`src/rtl/serdes_pkg.sv`:
```
// Shared definitions for the serdes virtual-channel link: beat kinds, beat
// field offsets and error-cause bit positions.
package serdes_pkg;

    typedef enum logic [2:0] {
        KIND_IDLE = 3'd0,
        KIND_AR   = 3'd1,
        KIND_AW   = 3'd2,
        KIND_W    = 3'd3,
        KIND_R    = 3'd4,
        KIND_B    = 3'd5
    } kind_e;

    localparam int KIND_BITS = 3;
    localparam int KIND_LSB  = 0;
    localparam int VC_LSB    = 3;

    // Bit positions of the individual causes folded into the sticky err flag.
    localparam int ERR_CREDIT_OVF = 0;
    localparam int ERR_FIFO_OVF   = 1;
    localparam int ERR_BAD_VC     = 2;
    localparam int ERR_ZERO_KIND  = 3;
    localparam int ERR_CAUSES     = 4;

endpackage

```
`src/rtl/serdes_link_vc_if.sv`:
```
// Per-VC transmit and receive stream bundle between the protocol converters
// (master side) and the serdes link endpoint (slave side).
interface serdes_link_vc_if #(
    parameter int NCH = 4,
    parameter int PW  = 67
);
    logic [NCH-1:0]    tx_valid;
    logic [NCH-1:0]    tx_ready;
    logic [3*NCH-1:0]  tx_kind;
    logic [PW*NCH-1:0] tx_data;
    logic [NCH-1:0]    rx_valid;
    logic [NCH-1:0]    rx_ready;
    logic [3*NCH-1:0]  rx_kind;
    logic [PW*NCH-1:0] rx_data;

    modport master (
        output tx_valid, tx_kind, tx_data, rx_ready,
        input  tx_ready, rx_valid, rx_kind, rx_data
    );

    modport slave (
        input  tx_valid, tx_kind, tx_data, rx_ready,
        output tx_ready, rx_valid, rx_kind, rx_data
    );
endinterface

```
`src/rtl/serdes_link_vc_fifo.sv`:
```
// Synchronous FIFO with a combinational head; a push into a full FIFO is
// accepted when a pop happens in the same cycle.
module syncfifo_sampled #(
    parameter int WID   = 70,
    parameter int DEPTH = 8
) (
    input  logic           clk,
    input  logic           rst_n,
    input  logic           push,
    input  logic [WID-1:0] din,
    input  logic           pop,
    output logic [WID-1:0] dout,
    output logic           empty,
    output logic           full
);
    localparam int AW = (DEPTH > 1) ? $clog2(DEPTH) : 1;
    localparam int CW = $clog2(DEPTH + 1);

    logic [AW-1:0]  wr_ptr_q, wr_ptr_d;
    logic [AW-1:0]  rd_ptr_q, rd_ptr_d;
    logic [CW-1:0]  count_q, count_d;
    logic [WID-1:0] mem_q [DEPTH];
    logic           do_push, do_pop;

    always_comb begin
        empty    = (count_q == '0);
        full     = (count_q == CW'(DEPTH));
        do_pop   = pop & ~empty;
        do_push  = push & (~full | do_pop);
        wr_ptr_d = wr_ptr_q;
        rd_ptr_d = rd_ptr_q;
        count_d  = count_q;
        if (do_push) begin
            wr_ptr_d = (wr_ptr_q == AW'(DEPTH - 1)) ? '0 : wr_ptr_q + AW'(1);
        end
        if (do_pop) begin
            rd_ptr_d = (rd_ptr_q == AW'(DEPTH - 1)) ? '0 : rd_ptr_q + AW'(1);
        end
        case ({do_push, do_pop})
            2'b10:   count_d = count_q + CW'(1);
            2'b01:   count_d = count_q - CW'(1);
            default: count_d = count_q;
        endcase
        dout = mem_q[rd_ptr_q];
    end

    always_ff @(posedge clk or negedge rst_n) begin
        if (!rst_n) begin
            wr_ptr_q <= '0;
            rd_ptr_q <= '0;
            count_q  <= '0;
        end else begin
            wr_ptr_q <= wr_ptr_d;
            rd_ptr_q <= rd_ptr_d;
            count_q  <= count_d;
        end
    end

    // Storage needs no reset: the pointers alone define which entries are live.
    always_ff @(posedge clk) begin
        if (do_push) begin
            mem_q[wr_ptr_q] <= din;
        end
    end

endmodule

```
`src/rtl/serdes_link_vc.sv`:
```
// Multiplexes NCH credit-flow-controlled virtual channels onto one serdes
// beat bus and demultiplexes the incoming bus into per-VC receive FIFOs.
module serdes_link_vc
    import serdes_pkg::*;
#(
    parameter int WBUS    = 72,
    parameter int NCH     = 4,
    parameter int CREDITS = 8,
    parameter int CHW     = $clog2(NCH),
    parameter int PW      = WBUS - KIND_BITS - CHW
) (
    input  logic            clk,
    input  logic            rst_n,
    serdes_link_vc_if.slave vc_bus,
    output logic [WBUS-1:0] outgoing,
    input  logic [NCH-1:0]  credit_in,
    input  logic [WBUS-1:0] incoming,
    output logic [NCH-1:0]  credit_out,
    output logic            err
);
    localparam int CW = $clog2(CREDITS + 1);
    localparam int FW = PW + KIND_BITS;

    logic [KIND_BITS-1:0] tx_kind_a [NCH];
    logic [PW-1:0]        tx_data_a [NCH];

    logic [CW-1:0]   credit_q [NCH];
    logic [CW-1:0]   credit_d [NCH];
    logic [CHW-1:0]  last_grant_q, last_grant_d;
    logic [WBUS-1:0] out_q, out_d;
    logic [NCH-1:0]  credit_out_q, credit_out_d;
    logic            err_q, err_d;

    logic [NCH-1:0]   eligible, tx_ready, send, credit_ovf, zero_kind;
    logic [2*NCH-1:0] elig2;
    logic [NCH-1:0]   rot;
    logic [CHW-1:0]   start, pick, grant;
    logic [CHW:0]     sum;
    logic             found;

    logic [KIND_BITS-1:0] in_kind;
    logic [CHW-1:0]       in_vc;
    logic [PW-1:0]        in_payload;
    logic                 in_valid, bad_vc;
    logic [NCH-1:0]       push, pop, fifo_empty, fifo_full;
    logic [FW-1:0]        fifo_dout [NCH];
    logic [3*NCH-1:0]     rx_kind_v;
    logic [PW*NCH-1:0]    rx_data_v;
    logic [ERR_CAUSES-1:0] err_cause;

    always_comb begin
        for (int unsigned i = 0; i < NCH; i++) begin
            tx_kind_a[i] = vc_bus.tx_kind[i*KIND_BITS +: KIND_BITS];
            tx_data_a[i] = vc_bus.tx_data[i*PW +: PW];
            eligible[i]  = vc_bus.tx_valid[i] && (credit_q[i] != '0);
            zero_kind[i] = vc_bus.tx_valid[i] && (tx_kind_a[i] == KIND_IDLE);
        end
    end

    // Round-robin: rotate so the VC after last_grant sits at bit 0, take the
    // lowest set bit, then add the rotation back modulo NCH.
    always_comb begin
        start = (last_grant_q == CHW'(NCH - 1)) ? '0 : last_grant_q + CHW'(1);
        elig2 = {eligible, eligible};
        rot   = elig2[start +: NCH];
        found = 1'b0;
        pick  = '0;
        for (int unsigned k = 0; k < NCH; k++) begin
            if (rot[k] && !found) begin
                found = 1'b1;
                pick  = CHW'(k);
            end
        end
        sum = {1'b0, pick} + {1'b0, start};
        if (sum >= (CHW+1)'(NCH)) begin
            sum = sum - (CHW+1)'(NCH);
        end
        grant    = sum[CHW-1:0];
        tx_ready = found ? (NCH'(1) << grant) : '0;
        send     = vc_bus.tx_valid & tx_ready;
    end

    always_comb begin
        for (int unsigned i = 0; i < NCH; i++) begin
            credit_d[i]   = credit_q[i];
            credit_ovf[i] = 1'b0;
            case ({send[i], credit_in[i]})
                2'b10: credit_d[i] = credit_q[i] - CW'(1);
                2'b01: begin
                    if (credit_q[i] == CW'(CREDITS)) begin
                        credit_ovf[i] = 1'b1;
                    end else begin
                        credit_d[i] = credit_q[i] + CW'(1);
                    end
                end
                default: credit_d[i] = credit_q[i];
            endcase
        end
    end

    always_comb begin
        out_d = out_q;
        out_d[KIND_LSB +: KIND_BITS] = '0;
        last_grant_d = last_grant_q;
        if (|send) begin
            out_d        = {tx_data_a[grant], grant, tx_kind_a[grant]};
            last_grant_d = grant;
        end
    end

    always_comb begin
        in_kind    = incoming[KIND_LSB +: KIND_BITS];
        in_vc      = incoming[VC_LSB +: CHW];
        in_payload = incoming[WBUS-1 -: PW];
        in_valid   = (in_kind != KIND_IDLE);
        bad_vc     = in_valid && ({1'b0, in_vc} >= (CHW+1)'(NCH));
        for (int unsigned i = 0; i < NCH; i++) begin
            push[i] = in_valid && !bad_vc && (in_vc == CHW'(i));
        end
        pop          = ~fifo_empty & vc_bus.rx_ready;
        credit_out_d = pop;
    end

    for (genvar g = 0; g < NCH; g++) begin : g_rx
        syncfifo_sampled #(
            .WID   (FW),
            .DEPTH (CREDITS)
        ) u_fifo (
            .clk   (clk),
            .rst_n (rst_n),
            .push  (push[g]),
            .din   ({in_payload, in_kind}),
            .pop   (pop[g]),
            .dout  (fifo_dout[g]),
            .empty (fifo_empty[g]),
            .full  (fifo_full[g])
        );
    end

    always_comb begin
        for (int unsigned i = 0; i < NCH; i++) begin
            rx_kind_v[i*KIND_BITS +: KIND_BITS] = fifo_dout[i][KIND_BITS-1:0];
            rx_data_v[i*PW +: PW]               = fifo_dout[i][FW-1:KIND_BITS];
        end
        err_cause                 = '0;
        err_cause[ERR_CREDIT_OVF] = |credit_ovf;
        err_cause[ERR_FIFO_OVF]   = |(push & fifo_full & ~pop);
        err_cause[ERR_BAD_VC]     = bad_vc;
        err_cause[ERR_ZERO_KIND]  = |zero_kind;
        err_d                     = err_q | (|err_cause);
    end

    always_ff @(posedge clk or negedge rst_n) begin
        if (!rst_n) begin
            for (int unsigned i = 0; i < NCH; i++) begin
                credit_q[i] <= CW'(CREDITS);
            end
            last_grant_q <= CHW'(NCH - 1);
            out_q        <= '0;
            credit_out_q <= '0;
            err_q        <= 1'b0;
        end else begin
            for (int unsigned i = 0; i < NCH; i++) begin
                credit_q[i] <= credit_d[i];
            end
            last_grant_q <= last_grant_d;
            out_q        <= out_d;
            credit_out_q <= credit_out_d;
            err_q        <= err_d;
        end
    end

    assign vc_bus.tx_ready = tx_ready;
    assign vc_bus.rx_valid = ~fifo_empty;
    assign vc_bus.rx_kind  = rx_kind_v;
    assign vc_bus.rx_data  = rx_data_v;
    assign outgoing        = out_q;
    assign credit_out      = credit_out_q;
    assign err             = err_q;

endmodule

```
`src/flat_wrapper.sv`:
```
// flat-port wrapper written by rule: the top's interface ports become plain ports
module serdes_link_vc_flat import serdes_pkg::*;
#(
    parameter int WBUS    = 72,
    parameter int NCH     = 4,
    parameter int CREDITS = 8,
    parameter int CHW     = $clog2(NCH),
    parameter int PW      = WBUS - KIND_BITS - CHW
)
  (clk, rst_n, outgoing, credit_in, incoming, credit_out, err, vc_bus_tx_valid, vc_bus_tx_kind, vc_bus_tx_data, vc_bus_rx_ready, vc_bus_tx_ready, vc_bus_rx_valid, vc_bus_rx_kind, vc_bus_rx_data);
  serdes_link_vc_if #(.NCH(NCH), .PW(PW)) vc_bus_i ();
  input  logic clk;
  input  logic rst_n;
  output logic [WBUS-1:0] outgoing;
  input  logic [NCH-1:0] credit_in;
  input  logic [WBUS-1:0] incoming;
  output logic [NCH-1:0] credit_out;
  output logic err;
  input wire logic [$bits(vc_bus_i.tx_valid)-1:0] vc_bus_tx_valid;
  input wire logic [$bits(vc_bus_i.tx_kind)-1:0] vc_bus_tx_kind;
  input wire logic [$bits(vc_bus_i.tx_data)-1:0] vc_bus_tx_data;
  input wire logic [$bits(vc_bus_i.rx_ready)-1:0] vc_bus_rx_ready;
  output wire logic [$bits(vc_bus_i.tx_ready)-1:0] vc_bus_tx_ready;
  output wire logic [$bits(vc_bus_i.rx_valid)-1:0] vc_bus_rx_valid;
  output wire logic [$bits(vc_bus_i.rx_kind)-1:0] vc_bus_rx_kind;
  output wire logic [$bits(vc_bus_i.rx_data)-1:0] vc_bus_rx_data;
  assign vc_bus_i.tx_valid = vc_bus_tx_valid;
  assign vc_bus_i.tx_kind = vc_bus_tx_kind;
  assign vc_bus_i.tx_data = vc_bus_tx_data;
  assign vc_bus_i.rx_ready = vc_bus_rx_ready;
  assign vc_bus_tx_ready = vc_bus_i.tx_ready;
  assign vc_bus_rx_valid = vc_bus_i.rx_valid;
  assign vc_bus_rx_kind = vc_bus_i.rx_kind;
  assign vc_bus_rx_data = vc_bus_i.rx_data;
  serdes_link_vc #(.WBUS(WBUS), .NCH(NCH), .CREDITS(CREDITS), .CHW(CHW), .PW(PW)) u_core (.clk(clk), .rst_n(rst_n), .vc_bus(vc_bus_i), .outgoing(outgoing), .credit_in(credit_in), .incoming(incoming), .credit_out(credit_out), .err(err));
endmodule
```
`config.mk`:
```
export PLATFORM = sky130hd
export DESIGN_NAME = serdes_link_vc_flat
export DESIGN_NICKNAME = d
export VERILOG_FILES = /design/src/rtl/serdes_pkg.sv /design/src/rtl/serdes_link_vc_if.sv /design/src/rtl/serdes_link_vc_fifo.sv /design/src/rtl/serdes_link_vc.sv /design/src/flat_wrapper.sv
export SDC_FILE = /design/constraint.sdc
export NUM_CORES = 2
export LEC_CHECK = 0
export BUFFER_PORTS_ARGS = -buffer_cell sky130_fd_sc_hd__clkbuf_2
export CAP_MARGIN = 0
export CELL_PAD_IN_SITES_DETAIL_PLACEMENT = 0
export CELL_PAD_IN_SITES_GLOBAL_PLACEMENT = 1
export CORE_UTILIZATION = 49
export CTS_BUF_LIST = sky130_fd_sc_hd__clkbuf_4 sky130_fd_sc_hd__clkbuf_8
export DETAILED_ROUTE_END_ITERATION = 8
export PLACE_DENSITY = 0.81
export SETUP_SLACK_MARGIN = 0.3
export SLEW_MARGIN = 0
export SYNTH_ARGS = -nofsm -noshare
export SYNTH_HDL_FRONTEND = slang
export SYNTH_SLANG_ARGS = --single-unit
```
`constraint.sdc`:
```
create_clock -name clk -period 8.8 [get_ports clk]
set_input_delay 0.88 -clock clk [delete_from_list [all_inputs] [get_ports clk]]
set_output_delay 0.88 -clock clk [all_outputs]
set_load 0.02 [all_outputs]
```
# == Word-level counts from Yosys, hierarchy flattened ==
# Memory sizes are Yosys's and may differ from the RTL's.
# Cells that the tools add are included.
# totals
ff_bits,135
mem_bits_rw,2240
output_inout_bits,365
wordCells,223
mem_count,4
# op_classes
n_addsub,27
order_cmp,2
n_eq_ne,40
shifts,2
n_mux,53
n_bitwise,28
n_reduce_logical,46
# mem_list
memory,words,width,read_ports,rd_clocked_by_memory_dff,write_ports,line_no,source
u_core.g_rx[0].u_fifo.mem_q,8,70,1,0,1,serdes_link_vc_fifo.sv:22,logic [WID-1:0] mem_q [DEPTH];
u_core.g_rx[1].u_fifo.mem_q,8,70,1,0,1,serdes_link_vc_fifo.sv:22,
u_core.g_rx[2].u_fifo.mem_q,8,70,1,0,1,serdes_link_vc_fifo.sv:22,
u_core.g_rx[3].u_fifo.mem_q,8,70,1,0,1,serdes_link_vc_fifo.sv:22,
# op_table
op,count
binary-select mux 67 bit (select 2 bit),1
two-way mux 67 bit,2
case mux 4 bit (2 select lines),8
two-way mux 3 bit,11
adder 4 x 1 -> 4 bit (second input constant),8
equality test 4 bit (second input constant),8
subtractor 4 x 1 -> 4 bit (second input constant),8
adder 3 x 1 -> 3 bit (second input constant),8
equality test 3 bit (second input constant),8
equality test 2 bit (second input constant),11
two-way mux 1 bit,21
two-way mux 4 bit,5
equality test 2 x 1 -> 1 bit (second input constant),9
AND 4 bit,4
zero test 4 bit,4
nonzero test 2 bit,8
nonzero test 4 bit,4
logical AND 1 bit,15
zero test 3 bit,4
OR reduction 12 bit,1
AND 1 bit,8
two-way mux 2 bit,4
inequality test 2 bit (second input constant),4
NOT 1 bit,8
other kinds (15),26

# == Depth between registers and ports, before layout ==
# depth
ltp_word,23
mapped_depth,21

# == Hierarchy ==
# Synthesis repeated with hierarchy kept, for this count alone.
# hier_totals
cells_unflattened,4198
hier_area_um2,93561.0
# modules_own_cells
module,n_inst,cells_each,area_each_um2,seq_area_each_um2
syncfifo_sampled (u_core.g_rx[2].u_fifo ...),2,879,21672.0,17066.4
syncfifo_sampled (u_core.g_rx[0].u_fifo),1,880,21718.3,17066.4
syncfifo_sampled (u_core.g_rx[1].u_fifo),1,878,21708.3,17066.4
serdes_link_vc,1,682,6790.3,2384.8

# == Least setup slack after synthesis ==
# OpenSTA, ideal clock, no wires.
# synth_timing
path_kind,input -> register
from,input incoming[1]
to,"memory u_core.g_rx[1].u_fifo.mem_q[2][0], enable pin"
setup_time_ps,695
arrival_ps,8768
required_time_ps,8105
path_slack_ps,-663
path_stages,5
path_cell_list,nor3_1 > nor3b_1 > nand2b_1 > clkbuf_1 > nor4b_1
# synth_via
elab_chain_len,5
# synth_rtl
element,line_no,source
start: declaration,flat_wrapper.sv:16,input logic [WBUS-1:0] incoming;
nonzero test 3 bit,serdes_link_vc.sv:115,in_valid = (in_kind != KIND_IDLE);
logical AND 1 bit,serdes_link_vc.sv:118,push[i] = in_valid && !bad_vc && (in_vc == CHW'(i));
AND 1 bit,serdes_link_vc_fifo.sv:29,do_push = push & (~full | do_pop);
two-way mux 1 bit,serdes_link_vc_fifo.sv:61,if (do_push) begin
two-way mux 1 bit (not written as such),serdes_link_vc_fifo.sv:62,mem_q[wr_ptr_q] <= din;
end: declaration,serdes_link_vc_fifo.sv:22,
# Every way passes these cells.

# == Worst setup path after layout ==
# layout_timing
from,register u_core.credit_q[4] (netlist bit)
to,output vc_bus_tx_ready[3]
# layout_via
elab_chain_len,18
word_cells_on_any_way,22
# layout_rtl
element,line_no,source
start: declaration,serdes_link_vc.sv:27,logic [CW-1:0] credit_q [NCH];
start signal: indexed assignment,serdes_link_vc.sv:156,credit_q[i] <= CW'(CREDITS);
start signal: indexed assignment,serdes_link_vc.sv:164,credit_q[i] <= credit_d[i];
nonzero test 4 bit *,serdes_link_vc.sv:55,eligible[i] = vc_bus.tx_valid[i] && (credit_q[i] != '0);
logical AND 1 bit *,serdes_link_vc.sv:55,
variable part select 8 x 3 -> 4 bit *,serdes_link_vc.sv:65,rot = elig2[start +: NCH];
two-way mux 1 bit,serdes_link_vc.sv:69,if (rot[k] && !found) begin
zero test 1 bit,serdes_link_vc.sv:69,
logical AND 1 bit,serdes_link_vc.sv:69,
two-way mux 1 bit,serdes_link_vc.sv:69,
zero test 1 bit,serdes_link_vc.sv:69,
(+3 left out),-,
logical AND 1 bit,serdes_link_vc.sv:69,
two-way mux 2 bit *,serdes_link_vc.sv:69,
adder 2 x 2 -> 3 bit *,serdes_link_vc.sv:74,"sum = {1'b0, pick} + {1'b0, start};"
greater-or-equal comparator 3 bit or subtractor 2 x 1 -> 2 bit (tied branches),"serdes_link_vc.sv:75, serdes_link_vc.sv:76",
two-way mux 2 bit *,serdes_link_vc.sv:75,if (sum >= (CHW+1)'(NCH)) begin
net u_core.sum[0],serdes_link_vc.sv:38,logic [CHW:0] sum;
left shift 1 x 2 -> 4 bit *,serdes_link_vc.sv:79,tx_ready = found ? (NCH'(1) << grant) : '0;
two-way mux 4 bit *,serdes_link_vc.sv:79,
end: declaration,flat_wrapper.sv:23,output wire logic [$bits(vc_bus_i.tx_ready)-1:0] vc_bus_tx_ready;
# The timed path passes the listed nets; every way through them passes the cells marked *.

==> results.txt <==
- Post-synth design cell area: 92900 sq um
- Clock tree from TritonCTS: yes
* Number of global-route vias before repair: 48000
* Setup Slack @ Placement: 3.33 ns
* Routed wire length: around 240000 um
- Async set-reset flop share out of synthesis: 0.0568
- Final Non-Filler Cells: 7969
- Counting the fill cells in the layout gives 13600.
- Failing checks: design-rule violations
- In the synthesized netlist, the number of instances is 4182.
- Number of synthesis warnings: 0
* Total number of vias: around 47000
- Leaving out fill and tap cells, the most frequent cell in the layout is sky130_fd_sc_hd__edfxtp_1.
- Post-CTS Setup Bufs: 0
- Number of max-capacitance violations reported: 0
* First-pass GRT wire length: ~340000 um
- Static leakage: approximately 37 nW
- Layout overhead on the synthesized area: 15.4%
- Setup violations remaining at the end of the flow were counted as 0.
- Final weighted congestion of routability-driven global placement: between 0.9 and 1
* Rows: around 160
* Hold violation count in the final report: 0
- Clock Sink Count: 2375
- Worst Skew: 0.0767 ns
- After synthesis, the mean cell area works out to 22.2 sq um.
- The first routing iteration left 4148 violations.
- After clock tree synthesis, the repair step resized 0 gates.
- The compound-gate portion of the synthesized area is 0.0132.
- In this run the tool buffered the top-level ports with 730 buffer cells.
* Required time of the critical path: 7.92 ns
* Post-synthesis simple-gate area fraction: 0.0183
- Total number of nets in the final design: 5584
- Number of max-slew violations in the final report: 0
- After routing, the total negative slack on setup checks comes to 0 ns.
- Tot Pwr: 38.2 mW
- No sink is reached through more buffers than the 4 on the longest clock path.
* DRC violation count after routing: 120
- Post-layout instance area: around 110000 sq um
- Crit Path Class: register to output pin
- The worst hold path belongs to the class primary input to register.
- Total placed cells including tap cells: 7278
- Subtracting the final worst setup slack from the clock period gives 6.10 ns.
- Dividing the final minimum period by the clock period gives 0.693.
* Number of buffers added by the clock tree synthesis step: 390
- Clock-pin slew of the registers on the worst-case setup and hold paths: 0.05 ns
- Of all nets on the critical path, the largest fanout is 44.
- Critical Path Source Type: register
- Root Buffer: sky130_fd_sc_hd__clkbuf_8
* Post-synthesis sequential area ratio: 0.761
- In this run, synthesis produced a sequential element count of approximately 2400.
- Total Routing Usage GR: 0.249
- Adder-cell share of the synthesized area: 0.00630
* Final Worst Setup Slack: 2.70 ns
* Final routed wire length divided by cell count: 30.0 um
* Area fraction of the dominant cell type after synthesis: 0.724
* Total nets after synthesis: roughly 4600
- Later-pin clock latency in the skew report: 1.05 ns
* Worst-Margin Slew: about 1.2 ns
- Share of the synthesized netlist area taken by xor and xnor gates: 0.00207
- Kind of end point of the critical path: output pin
* Post-detailed-route via-to-cell ratio: 5.89
- The die is 437 um tall.
- Most frequent cells in the layout: sky130_fd_sc_hd__edfxtp_1, sky130_fd_sc_hd__clkbuf_2, sky130_fd_sc_hd__mux4_2
- For this run, the detailed router's first-pass iteration total came to 9.
- Setup repair after global routing missed its margin: false
- Initial antenna violation count: 15
- Largest net degree at the start of global routing: 101
- Most area-hungry cell type in the Yosys netlist: sky130_fd_sc_hd__edfxtp_1
* Result of the run: finished with violations
- The detail route stage leaves a number of antenna-violating nets equal to 0.
* Utilization after layout: 0.570
- 731 I/O pins were placed.
- Worst supply voltage drop on vdd: 0.892 mV
- Die Width: 437 um
- Layout cells sized above 1: 0.426
- Number of enable flip-flop cells after synthesis: about 2200
* Die area: 191000 sq um
- Max transition margin: 0.174
- Standard cell area after detailed placement: 99800 sq um
- In this run the number of H-tree levels came out at 5.
- The core region is 188000 sq um.
* Hold Slack: roughly 0.23 ns
- Ranking of synthesized cells by area: sky130_fd_sc_hd__edfxtp_1, sky130_fd_sc_hd__mux4_2, sky130_fd_sc_hd__mux2_2
- Summed over all layers, the global routing overflow is 0.
- Most used flip-flop cell after synthesis: sky130_fd_sc_hd__edfxtp_1
- Max Freq: around 0.16 GHz
- For this design the ratio of total power to cell area is 357 nW/um^2.
* DP HPWL: approximately 150000 um
* Distinct cell type count of the synthesized netlist: 69
* Initial core utilization: 0.494
- Buffers inserted to repair hold after CTS numbered 1.
- Of the post-synthesis cell area, the part taken by muxes is 0.189.
- Data on the critical path arrives at its endpoint at approximately 5.2 ns.
- By area, the combinational part of the netlist is dominated by multiplexers.
-- metal layers --
metal  wire, um  global-route usage  vias up
li1           -                   -    19600
met1      92800               0.319    25100
met2     122000               0.420     1846
met3      15500              0.0483      359
met4       8890               0.100        2
met5         13                   0        -
-- final cells by class --
cell class                 instances  area, sq um  share of cell area
antenna                           14         35.0            0.000327
inverter                          24         90.1            0.000840
multi-input combinational       1563        21500               0.201
timing repair buffer             822         4420              0.0412
clock inverter                   155          907             0.00846
tap                             2495         3120              0.0291
sequential                      2375        70700               0.659
clock buffer                     521         6430              0.0600
-- worst max-delay path, cell delays in order (launching register included) --
cell	delay, ns
sky130_fd_sc_hd__dfrtp_1	0.46
sky130_fd_sc_hd__o41ai_2	0.81
sky130_fd_sc_hd__nor2_1	0.12
sky130_fd_sc_hd__a221oi_1	0.31
sky130_fd_sc_hd__a31oi_1	0.06
sky130_fd_sc_hd__a311o_1	0.33
sky130_fd_sc_hd__ha_4	0.77
sky130_fd_sc_hd__buf_4	0.72
sky130_fd_sc_hd__nand2_1	0.15
sky130_fd_sc_hd__nor2_1	0.24
sky130_fd_sc_hd__clkbuf_2	0.22
-- worst paths after layout --
path | startpoint | end | slack, ns | cells past startpoint
worst min register to register | u_core.outgoing[24] | u_core.outgoing[24] | 0.49 | 1
worst max-delay path | u_core.credit_q[4] | vc_bus_tx_ready[3] | 2.70 | 10
min in group asynchronous | rst_n | u_core.outgoing[33] | 0.43 | 2
max in group asynchronous | rst_n | u_core.outgoing[44] | 6.73 | 3
worst min-delay path | credit_in[3] | u_core.credit_q[0] | 0.23 | 3
worst max register to register | u_core.credit_q[4] | u_core.outgoing[3] | 3.26 | 11
-- cell usage after synthesis, drive strengths merged, types with 3 or more instances --
library cell and number:
o211ai 3, dfrtp 129, xor2 9, a21o 17, clkbuf 154, nand3 9, edfxtp 2240, nor4 7
or2 3, xnor2 13, a211o 68, mux4 563, inv 23, fa 8, or3 3, nor4b 8
mux2i 155, nor3b 5, nor3 171, a21oi 19, buf 66, dfstp 6, nand3b 4, mux2 295
nand2 55, o41ai 4, and2 7, o21ai 17, nor2 27, nand2b 18, nor2b 9, ha 34
-- sequential cells by signal (all words and copies together), names as in the netlist --
register,flops
u_core.credit_out,4
u_core.err,1
u_core.g_rx.u_fifo.mem_q,2240
u_core.g_rx.u_fifo.rd_ptr_q,12
u_core.last_grant_q,2
u_core.credit_q,16
u_core.g_rx.u_fifo.count_q,16
u_core.outgoing,72
u_core.g_rx.u_fifo.wr_ptr_q,12
-- cells by family (layout without fill, tap and decap cells) --
kind of cell / count (synthesis) / count (layout)
other: 0 / 14
AOI/OAI and AO/OA: 154 / 154
muxes: 1013 / 1013
xor gates and xnor gates: 22 / 22
and+or+nand+nor: 332 / 332
adders and majority gates: 42 / 42
buffers and inverters: 244 / 1522
DFF: 2375 / 2375
-- report_power, final --
part | total (mW) | switching (mW) | internal [mW]
logic | 14.7 | 8.65 | 6.10
registers | 14.3 | 0.862 | 13.4
clock network | 9.18 | 4.19 | 4.98
Power figures use the tool's default switching activity.
